$ cat src/rtl/myc64_pkg.sv
// Shared types and constants for the C64 .PRG loader slice.
package myc64_pkg;

    localparam int EXT_DW = 8;
    localparam int EXT_AW = 16;

    localparam logic [EXT_AW-1:0] DEFAULT_PTR_ADDR = 16'h002D;

    typedef enum logic [2:0] {
        ST_IDLE,
        ST_HDR_LO,
        ST_HDR_HI,
        ST_DATA,
        ST_PATCH_LO,
        ST_PATCH_HI,
        ST_DONE,
        ST_ERR
    } ldr_state_t;

endpackage

$ cat src/rtl/myc64_sync_fifo.sv
// Single-clock FIFO with registered read data; holds DEPTH entries when full.
module myc64_sync_fifo #(
    parameter int DW    = 8,
    parameter int DEPTH = 16
) (
    input  logic          clk,
    input  logic          rst,
    input  logic          clr,
    input  logic          push,
    input  logic [DW-1:0] push_data,
    input  logic          pop,
    output logic [DW-1:0] pop_data,
    output logic          full,
    output logic          empty
);

    localparam int AW = (DEPTH > 1) ? $clog2(DEPTH) : 1;

    logic [DW-1:0] mem [DEPTH];
    logic [AW:0]   wr_ptr;
    logic [AW:0]   rd_ptr;
    logic          do_push;
    logic          do_pop;

    // Extra pointer bit tells a full FIFO apart from an empty one.
    assign empty   = (wr_ptr == rd_ptr);
    assign full    = (wr_ptr[AW] != rd_ptr[AW]) && (wr_ptr[AW-1:0] == rd_ptr[AW-1:0]);
    assign do_push = push && !full;
    assign do_pop  = pop && !empty;

    always_ff @(posedge clk) begin
        if (rst || clr) begin
            wr_ptr <= '0;
            rd_ptr <= '0;
        end else begin
            if (do_push) wr_ptr <= wr_ptr + (AW+1)'(1);
            if (do_pop)  rd_ptr <= rd_ptr + (AW+1)'(1);
        end
    end

    always_ff @(posedge clk) begin
        if (do_push) mem[wr_ptr[AW-1:0]] <= push_data;
    end

    always_ff @(posedge clk) begin
        if (rst) begin
            pop_data <= '0;
        end else if (do_pop) begin
            pop_data <= mem[rd_ptr[AW-1:0]];
        end
    end

endmodule

$ cat src/rtl/myc64_prg_loader.sv
// Streams a .PRG image from a host byte source into C64 RAM through the ext write port.
//
// state    | meaning
// IDLE     | waiting for i_start
// HDR_LO   | capturing load address low byte
// HDR_HI   | capturing load address high byte
// DATA     | buffering payload and writing it one byte per ext cycle
// PATCH_LO | writing end address low byte to PTR_ADDR
// PATCH_HI | writing end address high byte to PTR_ADDR+1
// DONE     | one-cycle completion pulse
// ERR      | flagging error and draining host bytes through i_s_last
module myc64_prg_loader
    import myc64_pkg::*;
#(
    parameter int                FIFO_DEPTH = 16,
    parameter bit                PATCH_EN   = 1'b1,
    parameter logic [EXT_AW-1:0] PTR_ADDR   = DEFAULT_PTR_ADDR
) (
    input  logic              clk,
    input  logic              rst,
    input  logic              i_start,
    input  logic              i_s_valid,
    input  logic [EXT_DW-1:0] i_s_data,
    input  logic              i_s_last,
    output logic              o_s_ready,
    output logic              o_ext_we,
    output logic [EXT_AW-1:0] o_ext_addr,
    output logic [EXT_DW-1:0] o_ext_data,
    input  logic              i_ext_ready,
    output logic              o_busy,
    output logic              o_done,
    output logic              o_error,
    output logic [EXT_AW-1:0] o_end_addr
);

    ldr_state_t        state, n_state;
    logic              ext_we, n_ext_we;
    logic [EXT_AW-1:0] ext_addr, n_ext_addr;
    logic [EXT_DW-1:0] ext_data, n_ext_data;
    logic [EXT_AW-1:0] end_addr, n_end_addr;
    logic              last_seen, n_last_seen;
    logic              staged, n_staged;
    logic              wrapped, n_wrapped;
    logic              error_q, n_error;

    logic              fifo_push, fifo_pop, fifo_clr, fifo_full, fifo_empty;
    logic [EXT_DW-1:0] fifo_rd_data;
    logic              host_hs, ack, commit, wrap_now, load;
    logic [EXT_AW-1:0] ptr_next;

    myc64_sync_fifo #(.DW(EXT_DW), .DEPTH(FIFO_DEPTH)) u_fifo (
        .clk       (clk),
        .rst       (rst),
        .clr       (fifo_clr),
        .push      (fifo_push),
        .push_data (i_s_data),
        .pop       (fifo_pop),
        .pop_data  (fifo_rd_data),
        .full      (fifo_full),
        .empty     (fifo_empty)
    );

    always_comb begin
        o_s_ready = 1'b0;
        case (state)
            ST_HDR_LO, ST_HDR_HI: o_s_ready = 1'b1;
            ST_DATA:              o_s_ready = !fifo_full && !last_seen;
            ST_ERR:               o_s_ready = !last_seen;
            default:              o_s_ready = 1'b0;
        endcase
    end

    assign host_hs    = i_s_valid && o_s_ready;
    assign ack        = i_ext_ready && ext_we;
    assign o_ext_we   = ext_we;
    assign o_ext_addr = ext_addr;
    assign o_ext_data = ext_data;
    assign o_end_addr = end_addr;
    assign o_error    = error_q;
    assign o_done     = (state == ST_DONE);
    assign o_busy     = (state == ST_HDR_LO) || (state == ST_HDR_HI) || (state == ST_DATA) ||
                        (state == ST_PATCH_LO) || (state == ST_PATCH_HI);

    always_ff @(posedge clk) begin
        if (rst) begin
            state     <= ST_IDLE;
            ext_we    <= 1'b0;
            ext_addr  <= '0;
            ext_data  <= '0;
            end_addr  <= '0;
            last_seen <= 1'b0;
            staged    <= 1'b0;
            wrapped   <= 1'b0;
            error_q   <= 1'b0;
        end else begin
            state     <= n_state;
            ext_we    <= n_ext_we;
            ext_addr  <= n_ext_addr;
            ext_data  <= n_ext_data;
            end_addr  <= n_end_addr;
            last_seen <= n_last_seen;
            staged    <= n_staged;
            wrapped   <= n_wrapped;
            error_q   <= n_error;
        end
    end

    // The FIFO read register acts as a one-byte prefetch stage ("staged"), so the
    // next byte is ready to present on the very cycle a write is acknowledged.
    always_comb begin
        n_state     = state;
        n_ext_we    = ext_we;
        n_ext_addr  = ext_addr;
        n_ext_data  = ext_data;
        n_end_addr  = end_addr;
        n_last_seen = last_seen;
        n_staged    = staged;
        n_wrapped   = wrapped;
        n_error     = error_q;
        fifo_push   = 1'b0;
        fifo_pop    = 1'b0;
        fifo_clr    = 1'b0;
        commit      = 1'b0;
        wrap_now    = wrapped;
        load        = 1'b0;
        ptr_next    = end_addr;
        case (state)
            ST_IDLE: begin
                if (i_start) begin
                    n_state     = ST_HDR_LO;
                    n_error     = 1'b0;
                    n_last_seen = 1'b0;
                    n_staged    = 1'b0;
                    n_wrapped   = 1'b0;
                    fifo_clr    = 1'b1;
                end
            end
            ST_HDR_LO: begin
                if (host_hs) begin
                    n_end_addr[7:0] = i_s_data;
                    if (i_s_last) begin
                        n_state     = ST_ERR;
                        n_error     = 1'b1;
                        n_last_seen = 1'b1;
                    end else begin
                        n_state = ST_HDR_HI;
                    end
                end
            end
            ST_HDR_HI: begin
                if (host_hs) begin
                    n_end_addr[15:8] = i_s_data;
                    if (!i_s_last) begin
                        n_state = ST_DATA;
                    end else if (PATCH_EN) begin
                        n_state    = ST_PATCH_LO;
                        n_ext_we   = 1'b1;
                        n_ext_addr = PTR_ADDR;
                        n_ext_data = end_addr[7:0];
                    end else begin
                        n_state = ST_DONE;
                    end
                end
            end
            ST_DATA: begin
                fifo_push = host_hs;
                if (host_hs && i_s_last) n_last_seen = 1'b1;
                commit = ack;
                if (commit) begin
                    ptr_next   = end_addr + 16'd1;
                    n_end_addr = ptr_next;
                    if (end_addr == 16'hFFFF) wrap_now = 1'b1;
                end
                n_wrapped = wrap_now;
                load      = staged && (!ext_we || commit);
                if (load && wrap_now) begin
                    n_state  = ST_ERR;
                    n_ext_we = 1'b0;
                    n_error  = 1'b1;
                    n_staged = 1'b0;
                    fifo_clr = 1'b1;
                end else begin
                    if (load) begin
                        n_ext_we   = 1'b1;
                        n_ext_addr = ptr_next;
                        n_ext_data = fifo_rd_data;
                    end else if (commit) begin
                        n_ext_we = 1'b0;
                    end
                    fifo_pop = !fifo_empty && (!staged || load);
                    n_staged = fifo_pop || (staged && !load);
                    if (last_seen && fifo_empty && !staged && !ext_we) begin
                        if (PATCH_EN) begin
                            n_state    = ST_PATCH_LO;
                            n_ext_we   = 1'b1;
                            n_ext_addr = PTR_ADDR;
                            n_ext_data = end_addr[7:0];
                        end else begin
                            n_state = ST_DONE;
                        end
                    end
                end
            end
            ST_PATCH_LO: begin
                if (ack) begin
                    n_state    = ST_PATCH_HI;
                    n_ext_addr = PTR_ADDR + 16'd1;
                    n_ext_data = end_addr[15:8];
                end
            end
            ST_PATCH_HI: begin
                if (ack) begin
                    n_state  = ST_DONE;
                    n_ext_we = 1'b0;
                end
            end
            ST_DONE: n_state = ST_IDLE;
            ST_ERR: begin
                if (ack) n_ext_we = 1'b0;
                if (host_hs && i_s_last) n_last_seen = 1'b1;
                if ((last_seen || (host_hs && i_s_last)) && (!ext_we || ack)) n_state = ST_IDLE;
            end
            default: n_state = ST_IDLE;
        endcase
    end

endmodule
$ cat config.mk
export PLATFORM = sky130hd
export DESIGN_NAME = myc64_prg_loader
export DESIGN_NICKNAME = d
export VERILOG_FILES = /design/src/rtl/myc64_pkg.sv /design/src/rtl/myc64_sync_fifo.sv /design/src/rtl/myc64_prg_loader.sv
export SDC_FILE = /design/constraint.sdc
export NUM_CORES = 1
export LEC_CHECK = 0
export BUFFER_PORTS_ARGS = -buffer_cell sky130_fd_sc_hd__buf_2
export CORE_MARGIN = 1
export CORE_UTILIZATION = 27
export DETAILED_ROUTE_END_ITERATION = 7
export PLACE_DENSITY = 0.48
export SYNTH_ARGS = -nofsm -noshare
export SYNTH_HDL_FRONTEND = slang
export SYNTH_SLANG_ARGS = --single-unit
$ cat constraint.sdc
create_clock -name clk -period 2.5 [get_ports clk]
set_input_delay 0.125 -clock clk [delete_from_list [all_inputs] [get_ports clk]]
set_output_delay 0.125 -clock clk [all_outputs]
set_load 0.01 [all_outputs]
==> impl_results.md <==
- Post-synthesis mux area share: 9.67%
- Post-route cell area: ~10000 sq um
- Syn nets: 696
- DR WL/cell: 19.6 um
- Post-route setup slack: 0.230 ns
- Hold Path Depth: 3
- Ys Warns: 0
- Layout cells sized above 1: 25.6%
- Ant diodes: 0
- Synth Register Bits: 194
- Lkg Pwr: 3.44 nW
- Max-Cap Viols: 0
- FF-to-FF path depth: 6
- Worst R2R Start: o_end_addr[11]$_SDFFE_PP0P_
- Hold Path End: last_seen$_SDFFE_PP0P_
- CP arrival: 2.63 ns
- Clock Path Buffers: 2
- Residual antenna-violating net count after detailed routing: 0
- Residual DRC: 0
- WL final: approximately 23000 um
- Via count: 5894
- Clk slew on worst S/H paths: 0.08 ns
- Largest family of logic cells by synthesized area: compound AO/OA/AOI/OAI gates
- Adder and majority gate portion of the synthesized area: 0.869%
- Post-place setup slack: between 0.05 and 0.06 ns
- Die Wd: 181 um
- CTS tree: done
- GR Overflow Total: 0
- FF-to-FF End: o_ext_addr[10]$_SDFFE_PP0P_
- Ys flop type: edfxtp_1
- Pin count of the biggest net entering global routing: 58
- Setup TNS: 0 ns
- Hold slack: 0.0483 ns
- Synthesized instance count: 676
- HP Class: input port to flip-flop
- Clock latency on the worst-skew pair: roughly 0.43 ns
- Clock Tree Root: clkbuf_16
- Area grow syn2layout: 18.2%
- Initial detailed-routing violation count: 400
- Final Setup Violations: 0
- Total power: 8.23 mW
- Initial antenna violation count: 0
- Status: finished clean
- Setup CP Type: flip-flop to flip-flop
- Maximum ir drop on the vdd rail: 518 uV
- FMAX: around 440 MHz
- Crit path launch type: flip-flop
- EDFF count, synth: 128
- Final core area utilization: 32.4%
- Drt first pass iters: 6
- Final period util: 90.8%
- Post-Synthesis Cell Area: 8630 sq um
- Max FO, Critical Path: 20
- RSZ-0062 raised after global routing: false
- CTS Hold Bufs: 0
- Setup slack, reg-to-reg: approximately 0.23 ns
- Worst hold start: rst
- CP max-delay cell: o211a_1
- Post-CTS Setup Bufs: 0
- Detailed Place HPWL: 15600 um
- Num CTS Buffers: 17
- Post-synthesis average cell area: around 13 sq um
- Slew margin rel.: 51.7%
- Final Skew: 0.0135 ns
- Simple-gate share of the synthesized area: 11.9%
- Worst path cell trace: and3_1 -> and4_1 -> a21oi_2 -> o211a_1 -> nand4_1 -> a21oi_1
- Vias/cell: approximately 5.0
- Shortest period the worst path allows: 2.27 ns
- Crit-path max cell delay: 0.64 ns
- P per Cell Area: ~800 nW/um^2
- Initial core utilization: 27.4%
- Cell Area, Placed: 9630 sq um
- Post-layout nets: 785
- GR Util All Layers: between 10 and 15%
- Global-route wire length before repair: 35200 um
- Worst path required time: 2.86 ns
- Synth Area in XOR/XNOR: 2.84%
- Synth unique cells: 70
- Vias in the first global route: roughly 5800
- FP Rows: 65
- I/O Buffers: 58
- Non-Filler Instances: roughly 1200
- Placed Cells: about 1100
- Die area: around 33000 sq um
- Final-report hold violation count: 0
- RePlAce Congestion: slightly above 0.8
- Die Y: 181 um
- Max-slew violation count: 0
- # IOs: 59
- Synth Area in Compound Gates: between 10% and 20%
- Core ar.: 31500 sq um
- Async S/R FF share, synth: 0%
- CTS H-tree lvls: 4
- Worst Setup End Kind: flip-flop
- Register area share after synthesis: 59.8%
- Worst Tran Pin Value: 0.724 ns
- Post-cts gate resize count: 0
- Num Clock Sinks: about 190
## state kept, by name, indices dropped and copies added (netlist names)
register,count
u_fifo.mem,128
o_end_addr,16
o_ext_addr,16
o_ext_data,8
u_fifo.pop_data,8
u_fifo.rd_ptr,5
u_fifo.wr_ptr,5
state,3
last_seen,1
o_error,1
o_ext_we,1
staged,1
wrapped,1
## area by class of cell
class                   instances  area [sq um]
clock buffers                  18           429
clock inverters                14           139
fillers                      3159         21300
inverters                       6          22.5
multi-input cells             433          3250
flip-flops and latches        194          5170
well taps                     402           503
repair buffers                113           703
## worst max-delay path, delay by kind of cell, from the launching register on
| kind | cells | cell delay (ns) |
|---|---|---|
| AND/OR/NAND/NOR | 3 | 0.79 |
| AO/OA/AOI/OAI | 3 | 1.04 |
| flip-flops | 1 | 0.39 |
## power by group
group	total, mW	internal (mW)	switching, mW
Sequential	3.71	3.56	0.153
Combinational	1.87	0.687	1.18
Clock	2.66	1.33	1.32
## how the worst max path moves through the flow
stage                                             start                          end  slack [ns]  cells past startpoint
after global routing        o_end_addr[10]$_SDFFE_PP0P_   o_ext_addr[5]$_SDFFE_PP0P_        0.04                      6
after floorplan           u_fifo.rd_ptr[0]$_SDFFE_PP0P_   u_fifo.mem[3][0]$_DFFE_PP_        0.12                      7
after CTS                 u_fifo.wr_ptr[3]$_SDFFE_PP0P_   o_ext_data[1]$_SDFFE_PP0P_        0.04                      6
after global placement    u_fifo.wr_ptr[3]$_SDFFE_PP0P_   o_ext_data[3]$_SDFFE_PP0P_        0.10                      6
final                       o_end_addr[11]$_SDFFE_PP0P_  o_ext_addr[10]$_SDFFE_PP0P_        0.23                      6
after detailed placement  u_fifo.wr_ptr[3]$_SDFFE_PP0P_   o_ext_data[1]$_SDFFE_PP0P_        0.06                      6
## cells in the final DEF, fill, tap and decap left out, drive strengths merged, types with 6 or more instances in the layout
| cell | n |
|---|---|
| nor2b | 8 |
| nand3 | 11 |
| a22oi | 27 |
| edfxtp | 128 |
| nor4 | 6 |
| nand4 | 13 |
| nand2 | 47 |
| mux2i | 11 |
| nor3 | 12 |
| xor2 | 10 |
| inv | 15 |
| a311oi | 11 |
| nor2 | 71 |
| buf | 113 |
| o21ai | 31 |
| xnor2 | 18 |
| nand2b | 9 |
| ha | 6 |
| dfxtp | 66 |
| mux4 | 32 |
| a21oi | 49 |
| clkbuf | 18 |
| a211oi | 8 |
## kinds of logic after synthesis
logic type | count (synthesis)
DFF | 194
adders and majority gates | 6
and+or+nand+nor | 202
AOI/OAI and AO/OA | 154
buffers and inverters | 49
muxes | 43
xor gates and xnor gates | 28
## cells in the mapped netlist (3+ instances only)
cell / instances / area, sq um
nor2b_1: 8 / 50.1
nand2_1: 47 / 176
a21o_1: 3 / 22.5
ha_1: 6 / 75.1
buf_2: 14 / 70.1
o21ai_0: 28 / 140
a211oi_1: 6 / 45.0
a21oi_1: 45 / 225
and4_1: 4 / 35.0
o21ai_1: 3 / 15.0
buf_4: 5 / 37.5
a311oi_2: 6 / 90.1
inv_1: 6 / 22.5
xnor2_1: 18 / 158
a21oi_2: 3 / 26.3
nand3b_1: 4 / 30.0
nor2_1: 68 / 255
nand3_1: 11 / 55.1
a31oi_1: 4 / 25.0
xor2_1: 10 / 87.6
nand2b_1: 9 / 56.3
dfxtp_1: 66 / 1320
or4_1: 4 / 30.0
nor3_1: 12 / 60.1
clkbuf_1: 19 / 71.3
edfxtp_1: 128 / 3840
mux2i_1: 11 / 110
nand4_1: 11 / 68.8
mux4_2: 31 / 698
nor4_1: 5 / 31.3
and2_1: 3 / 18.8
a22oi_1: 27 / 203
a311oi_1: 5 / 43.8
## per-layer routing
metal | GRT usage (%) | up-vias | wire length [um]
met5 | 0 | - | 0
met1 | 19.8 | 2940 | 11000
met4 | 4.85 | 0 | 437
li1 | - | 2764 | -
met3 | 2.28 | 29 | 955
met2 | 23.0 | 161 | 10600
(Power assumes the default switching activity.)
